**src/rtl/irq_pulse_gen.sv**
```systemverilog
// irq_pulse_gen
//   Interrupt source for a single-input core. Merges N_SRC external request
//   lines and one interval timer into prioritised one-cycle interrupt pulses,
//   and enforces a hold-off gap between pulses so the core never sees
//   back-to-back traps. Reports the serviced source id and the pending set.
//
// Ports
//   clk          : system clock, all state on rising edge
//   rst          : asynchronous active-low reset
//   src_req      : external request levels; a rising edge is a new request
//   src_mask     : 1 = source enabled; masked edges are dropped
//   timer_en     : 1 = interval timer runs
//   timer_period : timer period in cycles; 0 disables the timer
//   irq_ack      : core trap-entry ack; ends HOLD early
//   clr_ovf      : clears the sticky overflow flag
//   interrupter  : one-cycle registered interrupt pulse
//   irq_id       : id of the last pulsed source (timer id = N_SRC)
//   pending      : pending bits, bit N_SRC is the timer
//   overflow     : sticky, a request hit an already pending bit
module irq_pulse_gen #(
  parameter int unsigned N_SRC   = 4,
  parameter int unsigned TW      = 32,
  parameter int unsigned HOLDOFF = 16,
  parameter int unsigned IDW     = 4
) (
  input  logic             clk,
  input  logic             rst,
  input  logic [N_SRC-1:0] src_req,
  input  logic [N_SRC-1:0] src_mask,
  input  logic             timer_en,
  input  logic [TW-1:0]    timer_period,
  input  logic             irq_ack,
  input  logic             clr_ovf,
  output logic             interrupter,
  output logic [IDW-1:0]   irq_id,
  output logic [N_SRC:0]   pending,
  output logic             overflow
);

  localparam int unsigned HCW = (HOLDOFF > 1) ? $clog2(HOLDOFF) : 1;
  localparam logic [TW-1:0]  TONE    = TW'(1);
  localparam logic [HCW-1:0] HONE    = HCW'(1);
  localparam logic [HCW-1:0] HLAST   = HCW'(HOLDOFF - 1);

  typedef enum logic [1:0] {
    ST_IDLE  = 2'd0,
    ST_PULSE = 2'd1,
    ST_HOLD  = 2'd2
  } state_t;

  state_t           state_q;
  logic [N_SRC-1:0] src_prev_q;
  logic [TW-1:0]    tmr_cnt_q, tmr_cnt_d;
  logic             tmr_fire;
  logic [N_SRC:0]   pending_q, pending_d;
  logic             overflow_q, overflow_d;
  logic [HCW-1:0]   hold_cnt_q;
  logic             irq_q;
  logic [IDW-1:0]   irq_id_q;

  logic [N_SRC-1:0] src_edge;
  logic [N_SRC:0]   set_vec;
  logic [N_SRC:0]   clr_vec;
  logic [N_SRC:0]   win_oh;
  logic [IDW-1:0]   win_id;
  logic             win_found;
  logic             hold_done;
  logic             take;

  // ---------------------------------------------------------------------------
  // Edge detection: a level held high yields exactly one request.
  // ---------------------------------------------------------------------------
  assign src_edge = src_req & ~src_prev_q;

  // ---------------------------------------------------------------------------
  // Interval timer. A period shrunk below the current count wraps to 0
  // without firing.
  // ---------------------------------------------------------------------------
  always_comb begin
    tmr_cnt_d = '0;
    tmr_fire  = 1'b0;
    if (timer_en && (timer_period != '0)) begin
      if (tmr_cnt_q == (timer_period - TONE)) begin
        tmr_fire = 1'b1;
      end else if (tmr_cnt_q < timer_period) begin
        tmr_cnt_d = tmr_cnt_q + TONE;
      end
    end
  end

  // ---------------------------------------------------------------------------
  // Priority select: lowest index wins, timer (index N_SRC) is last.
  // ---------------------------------------------------------------------------
  always_comb begin
    win_oh    = '0;
    win_id    = '0;
    win_found = 1'b0;
    for (int unsigned i = 0; i <= N_SRC; i++) begin
      if (pending_q[i] && !win_found) begin
        win_found = 1'b1;
        win_oh[i] = 1'b1;
        win_id    = IDW'(i);
      end
    end
  end

  // ---------------------------------------------------------------------------
  // Pulse launch decision. Leaving HOLD with work pending launches the next
  // pulse directly instead of passing through IDLE; this is what makes the
  // pulse spacing 2 cycles minimum and HOLDOFF+1 cycles maximum.
  // ---------------------------------------------------------------------------
  assign hold_done = irq_ack || (hold_cnt_q == HLAST);
  assign take      = win_found &&
                     ((state_q == ST_IDLE) || ((state_q == ST_HOLD) && hold_done));

  // ---------------------------------------------------------------------------
  // Pending set/clear and sticky overflow. A set landing on the bit being
  // cleared this cycle re-arms it without counting as overflow.
  // ---------------------------------------------------------------------------
  always_comb begin
    set_vec    = {tmr_fire, src_edge & src_mask};
    clr_vec    = take ? win_oh : '0;
    pending_d  = (pending_q & ~clr_vec) | set_vec;
    overflow_d = overflow_q;
    if (clr_ovf) begin
      overflow_d = 1'b0;
    end
    if (|(set_vec & pending_q & ~clr_vec)) begin
      overflow_d = 1'b1;
    end
  end

  always_ff @(posedge clk or negedge rst) begin
    if (!rst) begin
      src_prev_q <= '0;
      tmr_cnt_q  <= '0;
      pending_q  <= '0;
      overflow_q <= 1'b0;
    end else begin
      src_prev_q <= src_req;
      tmr_cnt_q  <= tmr_cnt_d;
      pending_q  <= pending_d;
      overflow_q <= overflow_d;
    end
  end

  // ---------------------------------------------------------------------------
  // Pulse FSM; interrupter is registered as (next state == PULSE).
  // ---------------------------------------------------------------------------
  always_ff @(posedge clk or negedge rst) begin
    if (!rst) begin
      state_q    <= ST_IDLE;
      hold_cnt_q <= '0;
      irq_q      <= 1'b0;
      irq_id_q   <= '0;
    end else begin
      irq_q <= 1'b0;
      case (state_q)
        ST_IDLE: begin
          if (take) begin
            state_q  <= ST_PULSE;
            irq_q    <= 1'b1;
            irq_id_q <= win_id;
          end
        end
        ST_PULSE: begin
          state_q    <= ST_HOLD;
          hold_cnt_q <= '0;
        end
        ST_HOLD: begin
          if (hold_done) begin
            if (take) begin
              state_q  <= ST_PULSE;
              irq_q    <= 1'b1;
              irq_id_q <= win_id;
            end else begin
              state_q <= ST_IDLE;
            end
          end else begin
            hold_cnt_q <= hold_cnt_q + HONE;
          end
        end
        default: begin
          state_q <= ST_IDLE;
        end
      endcase
    end
  end

  assign interrupter = irq_q;
  assign irq_id      = irq_id_q;
  assign pending     = pending_q;
  assign overflow    = overflow_q;

endmodule

```
**config.mk**
```make
export PLATFORM = sky130hd
export DESIGN_NAME = irq_pulse_gen
export DESIGN_NICKNAME = d
export VERILOG_FILES = /design/src/rtl/irq_pulse_gen.sv
export SDC_FILE = /design/constraint.sdc
export NUM_CORES = 1
export LEC_CHECK = 0
export BUFFER_PORTS_ARGS = -buffer_cell sky130_fd_sc_hd__buf_2
export CAP_MARGIN = 20
export CELL_PAD_IN_SITES_DETAIL_PLACEMENT = 0
export CELL_PAD_IN_SITES_GLOBAL_PLACEMENT = 1
export CORE_MARGIN = 2
export CORE_UTILIZATION = 29
export CTS_CLUSTER_SIZE = 14
export DETAILED_ROUTE_END_ITERATION = 8
export PLACE_DENSITY_LB_ADDON = 0.05
export SLEW_MARGIN = 30
export SYNTH_ARGS = -nofsm -noshare
export SYNTH_HDL_FRONTEND = slang
export SYNTH_SLANG_ARGS = --single-unit
```
**constraint.sdc**
```tcl
create_clock -name clk -period 4.5 [get_ports clk]
set_clock_uncertainty 0.2 [all_clocks]
set_input_delay 0.9 -clock clk [delete_from_list [all_inputs] [get_ports clk]]
set_output_delay 0.9 -clock clk [all_outputs]
set_load 0.05 [all_outputs]
```
==> flow_summary_export.csv, run 1 <==
group,metric,value,unit
outcome,status,"completed",
synth,ys.flop_type,"dfrtp_1",
die,start_util,29.5,%
sta,slew_violations,0,
synth,synth_seq_area_share,27.9,%
worst_setup_path,critPathRequiredTime,4.44,ns
worst_hold_path,min_from,"src_prev_q[3]",
finish,seqCellArea,0.00130,mm^2
cts,cts_hold_buffers,0,
finish,fillers,1678,
global_routing,track_usage,16.2,%
worst_hold_path,hold_path.class,"register to register",
die,die_w,131,um
die,rows,46,
worst_setup_path,r2r-start,"tmr_cnt_q[1]",
worst_setup_path,slowest_delay,0.76,ns
worst_setup_path,worstPathArrival,3.91,ns
sta,maxSlewHeadroom,54.3,%
job,cap_violations,0,
routing,wl_per_cell,16.8,um
die,dieArea,0.0171,mm^2
synth,synthTopCellsByArea,"dfrtp_1, ha_1, xnor2_1",
routing,vias_per_cell,5.25,
die,ios,56,
placement,place_area,0.00515,mm^2
sta,fmax,0.252,GHz
sta,fin_ws,0.535,ns
cts,htreeDepth,2,
routing,ant_nets,0,
sta,setup_viol,0,
worst_setup_path,cp_num_buf_inv,2,
synth,postSynthCellCount,549,
synth,synth_cell_types,59,
power_and_ir_drop,ir_drop,0.000168,V
finish,finalNetCount,670,
sta,fin_crit,3.97,ns
finish,layout-drive-gt1-share,13.8,%
synth,synth_top_area_share,27.9,%
sta,rsz0062_at_grt,"false",
cts,cts_num_sinks,52,
cts,clock_latency,0.29,ns
routing,drt_pass1_iterations,4,
cts,post_cts_buffers,0,
cts,clk_pin_slew_worst_paths,0.07,ns
global_routing,antenna_found_initial,0,
worst_hold_path,hold_end,"pending[3]",
placement,hpwl,10.5,mm
cts,clockBufferDepth,2,
worst_setup_path,r2r_slack,1.50,ns
synth,synth_nets,629,
worst_setup_path,cp_max_fo,34,
worst_setup_path,cpMaxStageDelayCell,"or4_1",
sta,finalCritPeriodShare,88.1,%
synth,synthArstFlopShare,100,%
finish,stdcell_count,805,
die,core,0.0158,mm^2
synth,synth-edff-count,0,
cts,root_buffer,"clkbuf_16",
synth,yosysTopAreaCell,"dfrtp_1",
sta,finalHoldViolCount,0,
worst_setup_path,r2r_cells,9,
routing,drc,0,
global_routing,grt_pass1_wl,21.8,mm
cts,cts_resized,0,
routing,vias,4223,
placement,pre_cts_ws,0.200,ns
worst_setup_path,r2r_end,"tmr_cnt_q[17]",
global_routing,grt_start_max_net_pins,53,
finish,n_antenna_cell,0,
finish,design_area,0.00531,mm^2
sta,totalNegativeSetupSlack,0,ns
worst_setup_path,cp-start-kind,"input port",
placement,placedCellCount,799,
worst_setup_path,critical_path.top_delay_family,"simple AND/OR/NAND/NOR gates",
die,die_h,131,um
routing,drt_wl_total,13.5,mm
synth,yosys_warnings,0,
power_and_ir_drop,p_per_area,271,mW/mm^2
cts,cts_tree,"done",
worst_setup_path,critPathKind,"input port to register",
routing,dr.first_iter.drc_count,130,
finish,synthToLayoutAreaGrowth,13.9,%
cts,cts_inserted_buffers,5,
worst_setup_path,worstSetupEndpointType,"register",
placement,gp_congestion,0.800,
power_and_ir_drop,leakagePower,2.46,nW
placement,numPortBuffers,54,
global_routing,overflow,0,
synth,synth_area_per_cell,8.49,um^2
synth,syn_area,0.00466,mm^2
sta,tightest_slew,0.685,ns
synth,synth_seq_cells,52,
worst_hold_path,hold-path-cell-count,1,
finish,multiInputGateArea,0.00305,mm^2
global_routing,grt_pass1_vias,4098,
worst_setup_path,cp_cell_sequence,"buf_2 -> or4_1 -> nor4_4 -> xnor2_1 -> a311oi_1 -> o2111ai_1 -> a2111oi_4 -> buf_12 -> a2111oi_0",
[worst max-delay path by stage]
stage / start / to / slack (ns) / cells after the start
detailed placement: timer_period[4] / tmr_cnt_q[17] / 0.20 / 9
floorplan: timer_period[12] / tmr_cnt_q[15] / 0.56 / 9
CTS: timer_period[4] / tmr_cnt_q[17] / 0.51 / 9
finish: timer_period[4] / tmr_cnt_q[17] / 0.53 / 9
global route: timer_period[1] / tmr_cnt_q[25] / 0.38 / 11
global placement: timer_period[4] / tmr_cnt_q[3] / 0.23 / 9
[power breakdown]
part	internal [W]	leakage, nW	switching (W)	total, W
Combinational	0.000137	1.69	0.000303	0.000440
Sequential	0.000527	0.698	0.0000515	0.000578
Clock	0.000256	0.0757	0.000166	0.000423
Total	0.000920	2.46	0.000521	0.00144
[synth_stat cells, types with 5 or more instances]
master,n
mux2i_1,6
a2111oi_0,15
nand3b_1,6
nand3_1,39
or3_1,7
and4_1,7
or4_1,8
a21o_1,12
a211oi_1,22
o21ai_0,15
nor4_1,9
nor3_1,11
and3_1,9
o31ai_1,5
inv_1,43
nand2_1,33
clkbuf_1,23
dfrtp_1,52
ha_1,35
nor2_1,32
xor2_1,31
xnor2_1,35
a21oi_1,11
nand4_1,16
[layout by cell type, fill, tap and decap left out, types with 9 or more instances in the layout]
cell	Yosys	layout
and3_1	9	9
a2111oi_0	15	15
ha_1	35	35
nand2_1	33	33
xnor2_1	35	35
nor3_1	11	11
dfrtp_1	52	52
o21ai_0	15	15
a21oi_1	11	11
nand3_1	39	39
nand4_1	16	16
buf_2	4	54
nor4_1	9	9
xor2_1	31	31
buf_4	2	10
inv_1	43	43
nor2_1	32	32
a21o_1	12	12
a211oi_1	22	22
[per-layer routing]
metal  global-route usage, %  routed length (um)  part of all wire, %  vias to the layer above
li1                        -                   -                    -                     2089
met1                    22.9                6800                   50                     2052
met2                    27.1                6230                   46                       74
met3                    1.67                 404                  3.0                        8
met4                    2.94                 116                 0.86                        0
met5                       0                   0                    0                        -
[final cells by class]
cell class / instances / area share, %
multi-input combinational: 423 / 57.5
clock inverter: 1 / 0.566
sequential: 52 / 24.5
inverter: 43 / 3.04
tap: 216 / 5.09
clock buffer: 5 / 2.36
timing repair buffer: 65 / 6.89
[logic make-up (layout without fill, tap and decap cells)]
| kind of cell | Yosys count | in the layout | synth area share [%] |
|---|---|---|---|
| buf+inv | 74 | 114 | 6.55 |
| other cells | 1 | 1 | 0.0805 |
| simple gates | 200 | 200 | 23.6 |
| flops | 52 | 52 | 27.9 |
| compound gates | 114 | 114 | 18.3 |
| fa+ha+maj | 35 | 35 | 9.40 |
| xor+xnor | 67 | 67 | 12.9 |
| mux | 6 | 6 | 1.29 |
[state kept, by name, indices dropped and copies added (netlist names)]
name / count
tmr_cnt_q: 32
overflow: 1
interrupter: 1
state_q: 2
src_prev_q: 4
irq_id: 3
pending: 5
hold_cnt_q: 4
[stage by stage]
step | util, % | hold WS, ns | total power [W]
detailed placement | 32.7 | 0.255 | 0.00103
global route | 33.6 | 0.315 | 0.00153
floorplan | - | 0.237 | 0.000896
global placement | 32.7 | 0.245 | 0.00103
finish | 33.6 | 0.265 | 0.00144
CTS | 33.6 | 0.264 | 0.00146
[worst register-to-register path: cells and delay by family (launching register included)]
family | cells | cell delay [ns]
AOI/OAI and AO/OA | 5 | 1.44
DFF | 1 | 0.46
adders and majority gates | 1 | 0.29
buffers and inverters | 1 | 0.24
and+or+nand+nor | 2 | 0.21
Note: power is estimated with default switching activity, not from simulation.
==> run 2: changes to the inputs <==
CORE_MARGIN = 3   (was 2)
==> flow_summary_export.csv, run 2 (synthesis results as in run 1) <==
group,metric,value,unit
global_routing,track_usage,15.1,%
routing,drt_wl_total,13.1,mm
global_routing,use_met3,2.62,%
finish,finalNetCount,672,
worst_hold_path,hold-path-cell-count,1,
placement,gp_congestion,0.788,
finish,synthToLayoutAreaGrowth,14.0,%
worst_hold_path,min_from,"src_prev_q[3]",
global_routing,use_met2,24.3,%
sta,tightest_slew,0.706,ns
cts,root_buffer,"clkbuf_16",
die,dieArea,0.0176,mm^2
cts,clock_latency,0.29,ns
job,cap_violations,0,
worst_setup_path,cp_max_fo,34,
die,ios,56,
worst_setup_path,r2r_slack,1.55,ns
worst_hold_path,hold_end,"pending[3]",
worst_setup_path,slowest_delay,0.76,ns
outcome,status,"completed",
sta,rsz0062_at_grt,"false",
routing,drt_pass1_iterations,5,
sta,setup_viol,0,
routing,vias,4165,
worst_setup_path,cpMaxStageDelayCell,"or4_1",
cts,htreeDepth,2,
routing,wl_per_cell,16.3,um
global_routing,grt_pass1_wl,21.7,mm
cts,cts_hold_buffers,0,
worst_setup_path,worstPathArrival,3.91,ns
finish,largest_reg_flops,32,
cts,cts_tree,"done",
global_routing,antenna_found_initial,0,
sta,finalHoldViolCount,0,
sta,fin_crit,3.96,ns
sta,totalNegativeSetupSlack,0,ns
die,die_w,133,um
power_and_ir_drop,p_per_area,264,mW/mm^2
finish,layout_common_cells,"buf_2, dfrtp_1, inv_1",
power_and_ir_drop,seqPwrFrac,41.3,%
power_and_ir_drop,pwr-share-clk,27.3,%
global_routing,busiest_layer,"met2",
worst_setup_path,r2r_cells,8,
die,rows,45,
worst_setup_path,critPathRequiredTime,4.45,ns
cts,cts_resized,0,
worst_setup_path,r2r_end,"tmr_cnt_q[0]",
placement,numPortBuffers,54,
global_routing,met1_usage,21.0,%
power_and_ir_drop,p_sw_share,37.7,%
routing,vias_per_cell,5.18,
global_routing,grt_pass1_vias,4056,
routing,ant_nets,0,
die,core,0.0155,mm^2
worst_setup_path,r2r-start,"tmr_cnt_q[29]",
sta,maxSlewHeadroom,52.9,%
finish,largest-register,"tmr_cnt_q",
worst_setup_path,cp_cell_sequence,"buf_2 -> or4_1 -> nor4_4 -> xnor2_1 -> a311oi_1 -> o2111ai_1 -> a2111oi_4 -> buf_12 -> a2111oi_0",
sta,finalCritPeriodShare,87.9,%
global_routing,grt_start_max_net_pins,53,
sta,slew_violations,0,
worst_setup_path,critPathKind,"input port to register",
worst_hold_path,hold_path.class,"register to register",
routing,dr.first_iter.drc_count,211,
placement,hpwl,10.3,mm
cts,cts_num_sinks,52,
power_and_ir_drop,ir_drop,0.000254,V
power_and_ir_drop,p_int,0.000872,W
cts,cts_inserted_buffers,5,
cts,clockBufferDepth,2,
power_and_ir_drop,combinationalPowerShare,31.5,%
finish,n_antenna_cell,0,
worst_setup_path,worstSetupEndpointType,"register",
power_and_ir_drop,leakagePower,2.47,nW
finish,layout-drive-gt1-share,14.0,%
routing,drc,0,
die,start_util,30.1,%
finish,final_common_cell,"buf_2",
cts,clk_pin_slew_worst_paths,0.07,ns
die,die_h,133,um
cts,post_cts_buffers,0,
worst_setup_path,cp-start-kind,"input port",
sta,fmax,0.253,GHz
global_routing,overflow,0,
power_and_ir_drop,p_switching,0.000529,W
power_and_ir_drop,power,0.00140,W
==> run 2: layer usage <==
layer,wire [um],vias to the layer above
li1,-,2111
met1,6310,1952
met2,6020,87
met3,577,15
met4,213,0
met5,0,-
==> run 2: how the worst max path moves through the flow <==
stage,start,to,slack (ns),cells after the start
4_1_cts,timer_period[4],tmr_cnt_q[7],0.51,9
3_3_place_gp,timer_period[4],tmr_cnt_q[3],0.24,9
5_1_grt,timer_period[1],tmr_cnt_q[0],0.43,11
3_5_place_dp,timer_period[4],tmr_cnt_q[7],0.21,9
6_report,timer_period[4],tmr_cnt_q[29],0.54,9
2_1_floorplan,timer_period[12],tmr_cnt_q[15],0.56,9
==> run 2: critical path, delay by kind of cell <==
kind | cells | cell delay [ns]
AO/OA/AOI/OAI | 4 | 1.19
buffers and inverters | 2 | 0.38
AND/OR/NAND/NOR | 2 | 1.25
XOR/XNOR | 1 | 0.17
==> run 2: metrics by stage <==
stage / instances / utilization, % / setup slack (ns) / instance area (um^2) / hold slack, ns
finish: 804 / 34.3 / 0.545 / 5310 / 0.274
global route: 804 / 34.3 / 0.429 / 5310 / 0.298
CTS: 804 / 34.3 / 0.514 / 5310 / 0.276
detailed placement: 796 / 33.4 / 0.214 / 5170 / 0.260
global placement: 796 / 33.4 / 0.237 / 5170 / 0.253
floorplan: 549 / - / 0.564 / 4660 / 0.237
==> run 2: area by class of cell <==
class	count	area [um^2]
Clock buffer	7	133
Multi-Input combinational cell	423	3050
Clock inverter	1	8.76
Timing Repair Buffer	67	393
Tap cell	211	264
Fill cell	1638	10200
Sequential cell	52	1300
Inverter	43	161
==> run 2: power groups by stage <==
stage | logic [W] | registers, W | clock network [W]
5_1_grt | 0.000489 | 0.000589 | 0.000418
4_1_cts | 0.000449 | 0.000579 | 0.000400
3_3_place_gp | 0.000445 | 0.000589 | 0
3_5_place_dp | 0.000448 | 0.000587 | 0
2_1_floorplan | 0.000202 | 0.000693 | 0
6_report | 0.000441 | 0.000578 | 0.000382
==> run 3: changes to the inputs <==
CELL_PAD_IN_SITES_DETAIL_PLACEMENT = 1   (was 0)
CORE_UTILIZATION = 48   (was 29)
PLACE_DENSITY = 0.95   (was unset)
PLACE_DENSITY_LB_ADDON = unset   (was 0.05)
==> flow_summary_export.csv, run 3 (synthesis results as in run 1) <==
group,metric,value,unit
outcome,status,"completed",
cts,clk_pin_slew_worst_paths,0.09,ns
routing,wl_per_cell,19.5,um
global_routing,grt_pass1_wl,23.1,mm
die,rows,35,
routing,vias,4533,
cts,root_buffer,"clkbuf_8",
finish,layout_common_cells,"buf_2, dfrtp_1, inv_1",
power_and_ir_drop,leakagePower,2.41,nW
die,core,0.00933,mm^2
finish,layout-drive-gt1-share,13.5,%
finish,synthToLayoutAreaGrowth,9.45,%
routing,vias_per_cell,6.33,
placement,numPortBuffers,54,
global_routing,grt_start_max_net_pins,53,
die,dieArea,0.0109,mm^2
power_and_ir_drop,combinationalPowerShare,34.5,%
sta,tightest_slew,0.861,ns
power_and_ir_drop,pwr-share-clk,21.2,%
global_routing,overflow,0,
sta,slew_violations,0,
global_routing,antenna_found_initial,0,
cts,post_cts_buffers,0,
sta,rsz0062_at_grt,"false",
sta,fin_ws,0.355,ns
finish,finalNetCount,666,
power_and_ir_drop,p_sw_share,39.9,%
cts,cts_resized,0,
routing,drc,0,
worst_setup_path,cpMaxStageDelayCell,"or4_1",
routing,dr.first_iter.drc_count,299,
worst_setup_path,cp-start-kind,"input port",
sta,fmax,0.241,GHz
placement,hpwl,10.8,mm
placement,pre_cts_ws,0.105,ns
routing,drt_pass1_iterations,4,
worst_setup_path,critPathRequiredTime,4.46,ns
sta,setup_viol,0,
power_and_ir_drop,p_switching,0.000523,W
finish,stdcell_count,716,
sta,finalHoldViolCount,0,
power_and_ir_drop,p_per_area,257,mW/mm^2
cts,clockBufferDepth,2,
routing,drt_wl_total,14.0,mm
global_routing,grt_pass1_vias,4740,
cts,htreeDepth,2,
placement,gp_congestion,0.949,
finish,n_antenna_cell,0,
sta,finalCritPeriodShare,92.1,%
worst_setup_path,worstSetupEndpointType,"register",
finish,largest-register,"tmr_cnt_q",
global_routing,track_usage,25.5,%
sta,fin_crit,4.14,ns
die,ios,56,
die,start_util,50.0,%
placement,placedCellCount,708,
cts,cts_num_sinks,52,
power_and_ir_drop,ir_drop,0.000381,V
cts,cts_hold_buffers,0,
sta,whs,0.292,ns
worst_setup_path,cp_cell_sequence,"buf_2 -> or4_1 -> nor4_4 -> a32oi_1 -> a211oi_1 -> o2111ai_1 -> a2111oi_4 -> buf_4 -> a2111oi_0",
power_and_ir_drop,p_int,0.000788,W
sta,totalNegativeSetupSlack,0,ns
cts,cts_tree,"done",
cts,cts_inserted_buffers,5,
worst_setup_path,worstPathArrival,4.10,ns
sta,maxSlewHeadroom,42.6,%
cts,clock_latency,0.31,ns
routing,ant_nets,0,
job,cap_violations,0,
power_and_ir_drop,seqPwrFrac,44.3,%
finish,largest_reg_flops,32,
worst_hold_path,hold_path.class,"register to register",
worst_setup_path,critPathKind,"input port to register",
worst_setup_path,slowest_delay,0.78,ns
die,die_w,105,um
worst_setup_path,cp_max_fo,34,
die,die_h,105,um
finish,final_common_cell,"buf_2",
==> run 3: through the flow <==
stage	total power, W	util, %	area (um^2)
global placement	0.00101	53.6	5000
floorplan	0.000896	-	4660
global route	0.00139	54.7	5100
CTS	0.00132	54.6	5090
detailed placement	0.00104	53.6	5000
finish	0.00131	54.7	5100
==> run 3: area by class of cell <==
| type | count | area [um^2] |
|---|---|---|
| clock buffer | 7 | 86.3 |
| clock inverter | 1 | 7.51 |
| fill | 1143 | 4230 |
| inverter | 43 | 161 |
| multi-input combinational | 423 | 3060 |
| sequential | 52 | 1300 |
| tap | 129 | 161 |
| timing repair buffer | 61 | 323 |
==> run 3: power by group through the flow <==
stage	logic (W)	registers (W)	clock network, W
6_report	0.000453	0.000581	0.000278
5_1_grt	0.000496	0.000592	0.000302
4_1_cts	0.000455	0.000581	0.000288
3_5_place_dp	0.000452	0.000589	0
3_3_place_gp	0.000427	0.000586	0
2_1_floorplan	0.000202	0.000693	0
==> run 3: worst max-delay path: cells and delay by family <==
kind | cells | cell delay, ns
compound gates | 5 | 1.37
buf+inv | 2 | 0.52
simple gates | 2 | 1.32
==> run 3: path summary, 6_finish.rpt <==
check | startpoint | endpoint | slack, ns | cells after the start
hold reg to reg | irq_id[0] | irq_id[0] | 0.29 | 2
setup reg to reg | tmr_cnt_q[29] | tmr_cnt_q[13] | 1.39 | 9
hold / removal | irq_id[0] | irq_id[0] | 0.29 | 2
min in group asynchronous | rst | tmr_cnt_q[3] | 0.50 | 2
max in group asynchronous | rst | irq_id[2] | 3.16 | 2
setup / recovery | timer_period[4] | tmr_cnt_q[13] | 0.36 | 9
==> run 3: layer usage <==
metal,track usage (%),vias up,part of all wire [%]
li1,-,2101,-
met1,31.3,2227,42
met2,43.9,158,49
met3,3.79,47,4.9
met4,11.7,0,3.8
met5,0,-,0
